[config.mk]
export PLATFORM = sky130hd
export DESIGN_NAME = dna_job_dispatcher
export DESIGN_NICKNAME = d
export VERILOG_FILES = /design/src/rtl/dna_qga_pkg.sv /design/src/rtl/dna_result_reg.sv /design/src/rtl/dna_job_dispatcher.sv
export SDC_FILE = /design/constraint.sdc
export NUM_CORES = 1
export LEC_CHECK = 0
export BUFFER_PORTS_ARGS = -buffer_cell sky130_fd_sc_hd__buf_2
export CELL_PAD_IN_SITES_DETAIL_PLACEMENT = 0
export CELL_PAD_IN_SITES_GLOBAL_PLACEMENT = 1
export CORE_MARGIN = 3
export CORE_UTILIZATION = 41
export CTS_BUF_LIST = sky130_fd_sc_hd__clkbuf_2 sky130_fd_sc_hd__clkbuf_4 sky130_fd_sc_hd__clkbuf_8
export DETAILED_ROUTE_END_ITERATION = 10
export PLACE_DENSITY_LB_ADDON = 0.1
export SYNTH_ARGS = -nofsm -noshare
export SYNTH_HDL_FRONTEND = slang
export SYNTH_SLANG_ARGS = --single-unit
[constraint.sdc]
create_clock -name clk -period 10.65 [get_ports clk]
set_input_delay 2.13 -clock clk [delete_from_list [all_inputs] [get_ports clk]]
set_output_delay 2.13 -clock clk [all_outputs]
set_load 0.01 [all_outputs]
[src/rtl/dna_qga_pkg.sv]
// Shared definitions for the quantum DNA core and its job dispatcher:
// base/gate encodings, default widths, dispatcher state encoding.
package dna_qga_pkg;

   localparam int DNA_WIDTH_DEF          = 32;
   localparam int AGING_FACTOR_WIDTH_DEF = 8;

   typedef enum logic [1:0] {
      BASE_A = 2'b00,
      BASE_T = 2'b01,
      BASE_G = 2'b10,
      BASE_C = 2'b11
   } base_t;

   typedef enum logic [1:0] {
      GATE_HADAMARD = 2'b00,
      GATE_CNOT     = 2'b01,
      GATE_TOFFOLI  = 2'b10,
      GATE_CUSTOM   = 2'b11
   } gate_t;

   typedef enum logic [2:0] {
      ST_IDLE      = 3'd0,
      ST_ISSUE     = 3'd1,
      ST_WAIT_DONE = 3'd2,
      ST_RELEASE   = 3'd3,
      ST_RESULT    = 3'd4
   } disp_state_t;

   function automatic logic [15:0] sat_inc16(input logic [15:0] v);
      return (v == 16'hFFFF) ? v : v + 16'd1;
   endfunction

endpackage

[src/rtl/dna_result_reg.sv]
// Result capture/hold register: loads the core's outputs and presents them
// on a valid/ready stream, holding them stable until the consumer takes them.
module dna_result_reg
   import dna_qga_pkg::*;
#(
   parameter int DNA_WIDTH = DNA_WIDTH_DEF
) (
   input  logic                 clk,
   input  logic                 rst,
   input  logic                 load,
   input  logic [DNA_WIDTH-1:0] load_dna,
   input  logic [15:0]          load_entropy,
   input  logic [7:0]           load_mutations,
   input  logic                 load_timeout,
   input  logic                 present,
   input  logic                 res_ready,
   output logic                 res_valid,
   output logic [DNA_WIDTH-1:0] res_dna,
   output logic [15:0]          res_entropy,
   output logic [7:0]           res_mutations,
   output logic                 res_timeout,
   output logic                 fire
);

   assign fire = res_valid && res_ready;

   always_ff @(posedge clk or posedge rst) begin
      if (rst) begin
         res_valid     <= 1'b0;
         res_dna       <= '0;
         res_entropy   <= '0;
         res_mutations <= '0;
         res_timeout   <= 1'b0;
      end else begin
         if (load) begin
            res_dna       <= load_dna;
            res_entropy   <= load_entropy;
            res_mutations <= load_mutations;
            res_timeout   <= load_timeout;
         end
         if (present)
            res_valid <= 1'b1;
         else if (fire)
            res_valid <= 1'b0;
      end
   end

endmodule

[src/rtl/dna_job_dispatcher.sv]
// Host-side initiator for the DNA processing core: job stream in, level start/done
// to the core, tagged result stream out. Optional watchdog: DNA_DISPATCH_TIMEOUT_EN.
module dna_job_dispatcher
   import dna_qga_pkg::*;
#(
   parameter int DNA_WIDTH          = DNA_WIDTH_DEF,
   parameter int AGING_FACTOR_WIDTH = AGING_FACTOR_WIDTH_DEF,
   parameter int TAG_WIDTH          = 8,
   parameter int TIMEOUT_CYCLES     = 1024
) (
   input  logic                          clk,
   input  logic                          rst,
   input  logic                          job_valid,
   output logic                          job_ready,
   input  logic [DNA_WIDTH-1:0]          job_dna,
   input  logic [AGING_FACTOR_WIDTH-1:0] job_aging,
   input  logic [1:0]                    job_gate,
   output logic                          core_start,
   output logic [DNA_WIDTH-1:0]          core_dna,
   output logic [AGING_FACTOR_WIDTH-1:0] core_aging,
   output logic [1:0]                    core_gate,
   input  logic                          core_done,
   input  logic [DNA_WIDTH-1:0]          core_result,
   input  logic [15:0]                   core_entropy,
   input  logic [7:0]                    core_mutations,
   output logic                          core_abort,
   output logic                          res_valid,
   input  logic                          res_ready,
   output logic [TAG_WIDTH-1:0]          res_tag,
   output logic [DNA_WIDTH-1:0]          res_dna,
   output logic [15:0]                   res_entropy,
   output logic [7:0]                    res_mutations,
   output logic                          res_timeout,
   output logic                          busy,
   output logic [15:0]                   jobs_done
);

   disp_state_t          state, state_n;
   logic [TAG_WIDTH-1:0] tag_cnt;
   logic                 accept, capture, timeout_load, present, res_fire, timeout_hit;

   assign job_ready  = (state == ST_IDLE) && !core_done && !rst;
   assign accept     = job_valid && job_ready;
   assign core_start = (state == ST_ISSUE) || (state == ST_WAIT_DONE);
   assign busy       = (state != ST_IDLE);

   always_ff @(posedge clk or posedge rst) begin
      if (rst) state <= ST_IDLE;
      else     state <= state_n;
   end

   always_comb begin
      state_n      = state;
      capture      = 1'b0;
      timeout_load = 1'b0;
      present      = 1'b0;
      unique case (state)
         ST_IDLE:      if (accept) state_n = ST_ISSUE;
         ST_ISSUE:     state_n = ST_WAIT_DONE;
         ST_WAIT_DONE: begin
            if (core_done) begin
               capture = 1'b1;
               state_n = ST_RELEASE;
            end else if (timeout_hit) begin
               timeout_load = 1'b1;
               present      = 1'b1;
               state_n      = ST_RESULT;
            end
         end
         ST_RELEASE: begin
            // Result is only offered once the core has returned to its idle (done low).
            if (!core_done) begin
               present = 1'b1;
               state_n = ST_RESULT;
            end else if (timeout_hit) begin
               timeout_load = 1'b1;
               present      = 1'b1;
               state_n      = ST_RESULT;
            end
         end
         ST_RESULT:    if (res_fire) state_n = ST_IDLE;
         default:      state_n = ST_IDLE;
      endcase
   end

   // Operands and tag frozen from accept until the next accept.
   always_ff @(posedge clk or posedge rst) begin
      if (rst) begin
         core_dna   <= '0;
         core_aging <= '0;
         core_gate  <= '0;
         res_tag    <= '0;
         tag_cnt    <= '0;
         jobs_done  <= '0;
      end else begin
         if (accept) begin
            core_dna   <= job_dna;
            core_aging <= job_aging;
            core_gate  <= job_gate;
            res_tag    <= tag_cnt;
         end
         if (res_fire) begin
            tag_cnt   <= tag_cnt + 1'b1;
            jobs_done <= sat_inc16(jobs_done);
         end
      end
   end

`ifdef DNA_DISPATCH_TIMEOUT_EN
   logic [15:0] to_cnt;
   logic        abort_q;

   assign timeout_hit = ((state == ST_WAIT_DONE) || (state == ST_RELEASE)) &&
                        (to_cnt == 16'(TIMEOUT_CYCLES - 1));
   assign core_abort  = abort_q;

   always_ff @(posedge clk or posedge rst) begin
      if (rst) begin
         to_cnt  <= '0;
         abort_q <= 1'b0;
      end else begin
         abort_q <= timeout_load;
         if (state_n != state)
            to_cnt <= '0;
         else if ((state == ST_WAIT_DONE) || (state == ST_RELEASE))
            to_cnt <= to_cnt + 16'd1;
      end
   end
`else
   logic unused_timeout_cfg;
   assign unused_timeout_cfg = (TIMEOUT_CYCLES == 0);
   assign timeout_hit        = 1'b0;
   assign core_abort         = 1'b0;
`endif

   dna_result_reg #(
      .DNA_WIDTH (DNA_WIDTH)
   ) u_result (
      .clk            (clk),
      .rst            (rst),
      .load           (capture || timeout_load),
      .load_dna       (timeout_load ? '0 : core_result),
      .load_entropy   (timeout_load ? 16'd0 : core_entropy),
      .load_mutations (timeout_load ? 8'd0 : core_mutations),
      .load_timeout   (timeout_load),
      .present        (present),
      .res_ready      (res_ready),
      .res_valid      (res_valid),
      .res_dna        (res_dna),
      .res_entropy    (res_entropy),
      .res_mutations  (res_mutations),
      .res_timeout    (res_timeout),
      .fire           (res_fire)
   );

endmodule

# Yosys cells after proc, flatten, opt, wreduce, memory -nomap -nowiden
# Cells that the tools add are included.
dict set report classes {
  n_addsub 2
  n_eq_ne 9
  muxes 11
  bitwise 1
  n_reduce_logical 12
}
# operator n
set ops {}
lappend ops {{$add 16x1->16 const B} 1}
lappend ops {{$eq 16x16->1 const B} 1}
lappend ops {{$pmux 3 s5} 1}
lappend ops {{$mux 3} 4}
lappend ops {{$add 8x1->8 const B} 1}
lappend ops {{$ne 2x2->1 const B} 4}
lappend ops {{$eq 3x2->1 const B} 2}
lappend ops {{$mux 1} 6}
lappend ops {{$logic_and 1x1->1} 4}
lappend ops {{$reduce_and 4->1} 1}
lappend ops {{$eq 3x1->1 const B} 1}
lappend ops {{$eq 3x3->1 const B} 1}
lappend ops {{$logic_not 3->1} 1}
lappend ops {{$reduce_bool 3->1} 1}
lappend ops {{$logic_not 1->1} 2}
lappend ops {{$reduce_and 2->1} 1}
lappend ops {{$reduce_bool 2->1} 1}
lappend ops {{$logic_or 1x1->1} 1}
lappend ops {{$not 1->1} 1}
dict set report totals {
  regBits 134
  input_bits 103
  wordCells 46
}

# Logic depth before layout (Yosys ltp)
# Gate-level depths: netlist (run 1).
dict set report logic_depth {
  ltp_word 6
  ltp_mapped 6
  ltp_nobuf 5
}

# Modules after synthesis
# Synthesis (run 1) repeated with hierarchy kept, for this count alone.
dict set report hier_totals {
  hier_cells 355
  area_unflattened_um2 5683.0
}
# mod n_inst cells_each area_each_um2
set modules_own_cells {}
lappend modules_own_cells {dna_job_dispatcher 1 230 3400.8}
lappend modules_own_cells {dna_result_reg 1 125 2282.2}

# Least setup slack after synthesis (run 1)
# OpenSTA, ideal clock, no wires.
dict set report synth_timing {
  kind {input to output}
  start {input core_done}
  end {output job_ready}
  arrival_time_ns 2.386
  t_required_ns 8.520
  setup_slack_ns 6.134
  cell_stages 1
  cell_sequence {nor3_4}
}
dict set report synth_between {
  elab_chain_cells 3
}
# element line
set synth_lines {}
lappend synth_lines {{start, declared} dna_job_dispatcher.sv:22} ;# input logic core_done,
lappend synth_lines {{$logic_not 1->1} -}
lappend synth_lines {{$logic_and 1x1->1 (2 in a row)} dna_job_dispatcher.sv:42} ;# assign job_ready = (state == ST_IDLE) && !core_done && !rst;
lappend synth_lines {{end, declared} dna_job_dispatcher.sv:14} ;# output logic job_ready,
# Every way passes these cells.

# Worst setup path after layout (run 1)
# Ends and elaborated chain as after synthesis.

==> impl_metrics.json, run 1 <==
{
  "outcome": "finished clean",
  "post-place-cells": 728,
  "slew-limit-headroom_pct": 36.7,
  "grt_pass1_vias": 3669,
  "layout.cells.most_common_list": "buf_2, dfrtp_1, mux2_2",
  "worstPathBufferInverterCount": 2,
  "timing.critical_path.slowest_cell_delay_ns": 0.24,
  "hold_path_class": "register to register",
  "synth-seq-cells": 134,
  "grt_use_met3_pct": 5.80,
  "grt_util_all_layers_pct": 16.3,
  "tritoncts": "done",
  "sequential_cell_area_in_the_final_layout_um2": 3350,
  "finalMaxSlewViolations": 0,
  "fin_util_pct": 55.7,
  "max-vdd-ir-drop_mv": 0.125,
  "cts_sinks": 134,
  "io_pins": 231,
  "family_with_the_most_delay_on_the_worst_path": "buffers and inverters",
  "grt_max_degree": 79,
  "cts_hold_repair.buffers": 0,
  "critPathSlowestCell": "nor3_4",
  "multiInputGateArea_um2": 1810,
  "synth_warnings": 0,
  "ant_nets": 0,
  "cts_root_buf": "clkbuf_8",
  "layout.cells.most_common": "buf_2",
  "ys_types": 31,
  "syn-cell-area_um2": 5280,
  "dieWidth_um": 120,
  "cts_repair_resize_count": 0,
  "drive_gt1_share_pct": 63.9,
  "async_sr_flop_fraction_pct": 100,
  "synth-seq-area-share_pct": 63.5,
  "mapped_cells": 344,
  "cts_post_setup_buffers_inserted": 0,
  "synth.avg_cell_area_um2": 15.4,
  "wire_length_of_the_first_global_routing_pass_um": 18200,
  "max_freq_ghz": 0.208,
  "period_utilization_pct": 45.1,
  "fin_worst_skew_ns": 0.00922,
  "overall_die_area_um2": 14300,
  "timing_hold_violations_final": 0,
  "design.final.nets": 684,
  "route.final.wire_length_um": 11400,
  "drtPass1Iterations": 4,
  "num-fill-cells": 1104,
  "synth-edff-count": 0,
  "chipHeight_um": 120,
  "met1_usage_pct": 19.0,
  "cts_max_level": 4,
  "gpl.final_weighted_congestion": 0.715,
  "post_synthesis_to_final_layout_area_growth_pct": 29.7,
  "antenna_found_initial": 1,
  "unrepaired_setup_endpoints_after_global_routing": "no",
  "clk_pin_slew_ns": 0.07,
  "detail_route.iter0.violations": 118,
  "power_density_nw_per_um2": 269,
  "clock_latency_ns": 0.42,
  "std_cell_rows": 40,
  "crit_path_start_kind": "input pin",
  "busiest_layer": "met2",
  "vias_post_dr": 3540,
  "critical_path_class": "input pin to output pin",
  "crit_chain": "buf_2 > nor3_4 > buf_2",
  "initial_core_util_pct": 42.9,
  "maxCapViolations": 0,
  "clock_tree.buffer_depth": 2,
  "post_drt_via_cell_ratio": 4.68,
  "grt_use_met2_pct": 27.1,
  "globalRouteOverflowTotal": 0,
  "power.leakage_nw": 3.48,
  "core_area_um2": 12300,
  "detailedPlacementHpwl_um": 8360,
  "detail_route.drc_violations": 0,
  "port-buffer-count": 228,
  "numCtsBuffers": 17,
  "timing.final.crit_period_ns": 4.80,
  "finalSetupViolCount": 0,
  "cp.arrival_ns": 2.67,
  "setup-tns-final_ns": 0,
  "non_filler_instance_count_after_layout": 757,
  "yosys_most_used_dff": "dfrtp_1",
  "timing_worst_slew_pin_value_ns": 0.950,
  "crit_path_max_fanout": 3,
  "worst-endpoint-required_ns": 8.52,
  "route.detailed.wl_per_inst_um": 15.1,
  "type_of_destination_of_the_critical_path": "output pin",
  "most_common_cell_on_crit_path": "buf_2"
}
==> cell type report <==
cell class / count / share of cell area, %
well taps: 168 / 3.07
diodes: 1 / 0.0365
repair buffers: 230 / 16.9
clock inverters: 7 / 0.511
clock buffers: 21 / 3.94
flip-flops and latches: 134 / 48.9
inverters: 3 / 0.237
multi-input cells: 193 / 26.4
==> path summary, 6_finish.rpt <==
kind	from	to	slack (ns)	cells after the start
max	core_done	job_ready	5.85	3
min	tag_cnt[7]	tag_cnt[7]	0.48	1
max reg2reg	state[2]	core_gate[0]	8.57	4
min reg2reg	tag_cnt[7]	tag_cnt[7]	0.48	1
max in group asynchronous	rst	jobs_done[15]	7.52	3
min in group asynchronous	rst	u_result.res_entropy[8]	1.77	2
==> per-layer routing <==
metal	wire, um	part of all wire (%)
met5	0	0
met4	294	2.6
met3	811	7.1
met2	5800	51
met1	4500	39
==> power breakdown <==
part | leakage, nW | switching [W] | internal [W]
sequential | 1.65 | 0.000113 | 0.000723
clock | 0.171 | 0.000172 | 0.000166
combinational | 1.66 | 0.000315 | 0.000356
==> state kept, by name, indices dropped and copies added (netlist names) <==
register                cells
u_result.res_dna           32
u_result.res_entropy       16
state                       3
u_result.res_mutations      8
u_result.res_valid          1
core_gate                   2
jobs_done                  16
core_dna                   32
res_tag                     8
core_aging                  8
tag_cnt                     8
==> per-stage QoR <==
stage | instance area [um2] | power, W | setup slack [ns] | hold WS (ns)
after CTS | 6850 | 0.00188 | 5.84 | 0.486
final | 6850 | 0.00185 | 5.85 | 0.484
after global placement | 6540 | 0.00151 | 5.87 | 0.457
after floorplan | 5290 | 0.00124 | 4.94 | 0.442
after global routing | 6850 | 0.00197 | 5.82 | 0.512
after detailed placement | 6540 | 0.00153 | 5.85 | 0.469
==> synth_stat cells (all sizes together), types with 4 or more instances <==
cell / count / share of area [%]
dfrtp: 134 / 63
nor3: 5 / 0.69
nor2: 7 / 0.50
buf: 11 / 1.6
mux2: 110 / 23
nand3: 11 / 1.0
xnor2: 12 / 2.0
nor4: 4 / 0.76
nand4: 6 / 0.71
xor2: 9 / 1.5
clkbuf: 4 / 0.66
nand2: 8 / 0.71
==> logic make-up (layout without fill, tap and decap cells) <==
kind of cell	Yosys count	after routing	synth area share (%)
other	1	3	0.0710
multiplexers	110	110	23.4
AND/OR/NAND/NOR	51	51	5.78
flip-flops	134	134	63.5
AO/OA/AOI/OAI	7	7	0.805
XOR/XNOR	21	21	3.48
buffers and inverters	18	261	2.49
adder cells (fa/ha/maj)	2	2	0.474
Note: power is estimated with default switching activity, not from simulation.
==> run 2, diff against run 1 <==
- CORE_UTILIZATION: 41 -> 38
- clock period: 10.65 -> 4.75 ns (I/O delays scaled with it)
==> impl_metrics.json, run 2 (same netlist as run 1, synthesis figures left out) <==
{
  "finalSetupViolCount": 0,
  "count_of_antenna_diodes_in_the_layout": 0,
  "detail_route.drc_violations": 0,
  "detail_route.iter0.violations": 87,
  "type_of_destination_of_the_critical_path": "output pin",
  "timing_worst_slew_pin_value_ns": 0.951,
  "cts_root_buf": "clkbuf_8",
  "finalMaxSlewViolations": 0,
  "layout.cell_area.non_filler_um2": 6980,
  "detailedPlacementHpwl_um": 8940,
  "crit_path_start_kind": "register",
  "power_density_nw_per_um2": 625,
  "cts_repair_resize_count": 0,
  "fin_worst_skew_ns": 0.0109,
  "std_cell_rows": 42,
  "drive_gt1_share_pct": 64.2,
  "design.final.nets": 685,
  "cts_hold_repair.buffers": 0,
  "antenna_found_initial": 0,
  "grt_pass1_vias": 3733,
  "max_freq_ghz": 0.385,
  "cp.arrival_ns": 1.65,
  "unrepaired_setup_endpoints_after_global_routing": "no",
  "globalRouteOverflowTotal": 0,
  "power.leakage_nw": 3.50,
  "clock_latency_ns": 0.43,
  "crit_path_max_fanout": 8,
  "clk_pin_slew_ns": 0.07,
  "outcome": "finished clean",
  "grt_util_all_layers_pct": 16.1,
  "ant_nets": 0,
  "max-vdd-ir-drop_mv": 0.299,
  "multiInputGateArea_um2": 1810,
  "post_synthesis_to_final_layout_area_growth_pct": 32.0,
  "cts_sinks": 134,
  "route.detailed.wl_per_inst_um": 15.8,
  "chipHeight_um": 124,
  "grt_max_degree": 78,
  "num-fill-cells": 1185,
  "sequential_cell_area_in_the_final_layout_um2": 3350,
  "dieWidth_um": 124,
  "slew-limit-headroom_pct": 36.6,
  "tritoncts": "done",
  "wire_length_of_the_first_global_routing_pass_um": 18600,
  "setup-tns-final_ns": 0,
  "io_pins": 231,
  "gpl.final_weighted_congestion": 0.794,
  "layout.cells.most_common_list": "buf_2, dfrtp_1, mux2_2",
  "initial_core_util_pct": 39.4,
  "post_drt_via_cell_ratio": 4.65,
  "dpl-instance-area_um2": 6560,
  "worst-endpoint-required_ns": 3.80,
  "route.final.wire_length_um": 12200,
  "cts_post_setup_buffers_inserted": 0,
  "cts_max_level": 4,
  "vias_post_dr": 3578,
  "reg_top3": "core_dna x32, u_result.res_dna x32",
  "numCtsBuffers": 17,
  "overall_die_area_um2": 15400,
  "clock_tree.buffer_depth": 2,
  "critical_path_class": "register to output pin",
  "layout.cells.most_common": "buf_2",
  "period_utilization_pct": 54.7,
  "timing_hold_violations_final": 0,
  "hold_path_class": "register to register",
  "drtPass1Iterations": 4,
  "maxCapViolations": 0,
  "timing.final.crit_period_ns": 2.60,
  "port-buffer-count": 228,
  "core_area_um2": 13400
}
run 2: changes by cell type in the layout (fill, tap and decap cells not counted), sizes merged:
cell / delta
buf: +1
bufinv: +3
clkbuf: -4
clkinv: -2
clkinvlp: +7
diode: -1
run 2: metal layers:
layer  share of wire (%)  wire, um  up-vias  global-route usage (%)
met4                 1.8       215        0                    6.50
met5                   0         0        -                       0
met1                  39      4720     1723                    17.7
li1                    -         -     1684                       -
met3                  10      1250       17                    6.54
met2                  49      5990      154                    27.6
run 2: power by group:
part,internal [W],switching [W]
Combinational,0.000798,0.000718
Clock,0.000519,0.000451
Sequential,0.00162,0.000257
run 2: worst max-delay path, stage by stage, from the launching register on:
cell	delay, ns
dfrtp_1	0.46
or3_4	0.43
nor3_4	0.17
buf_2	0.16
run 2: path summary, 6_finish.rpt:
kind | startpoint | end | slack (ns) | depth (start not counted)
min in group asynchronous | rst | core_dna[20] | 0.75 | 2
min | tag_cnt[7] | tag_cnt[7] | 0.47 | 1
min reg2reg | tag_cnt[7] | tag_cnt[7] | 0.47 | 1
max reg2reg | state[2] | core_dna[3] | 2.73 | 4
max | state[2] | job_ready | 2.15 | 3
max in group asynchronous | rst | state[1] | 3.04 | 3
run 2: stage by stage:
stage	worst slack [ns]	hold WS (ns)	utilization, %	instances	total power (W)
after floorplan	0.217	0.442	-	345	0.00278
after global placement	2.29	0.460	48.9	737	0.00342
after detailed placement	2.28	0.463	48.9	737	0.00345
after CTS	2.09	0.475	52.1	769	0.00444
after global routing	2.05	0.510	52.1	769	0.00466
final	2.15	0.466	52.1	769	0.00436
run 2: cell type report:
cell class,count,share of cell area (%)
clock buffers,17,3.35
clock inverters,15,2.62
inverters,3,0.197
multi-input cells,193,25.9
flip-flops and latches,134,48.1
well taps,176,3.16
repair buffers,231,16.7
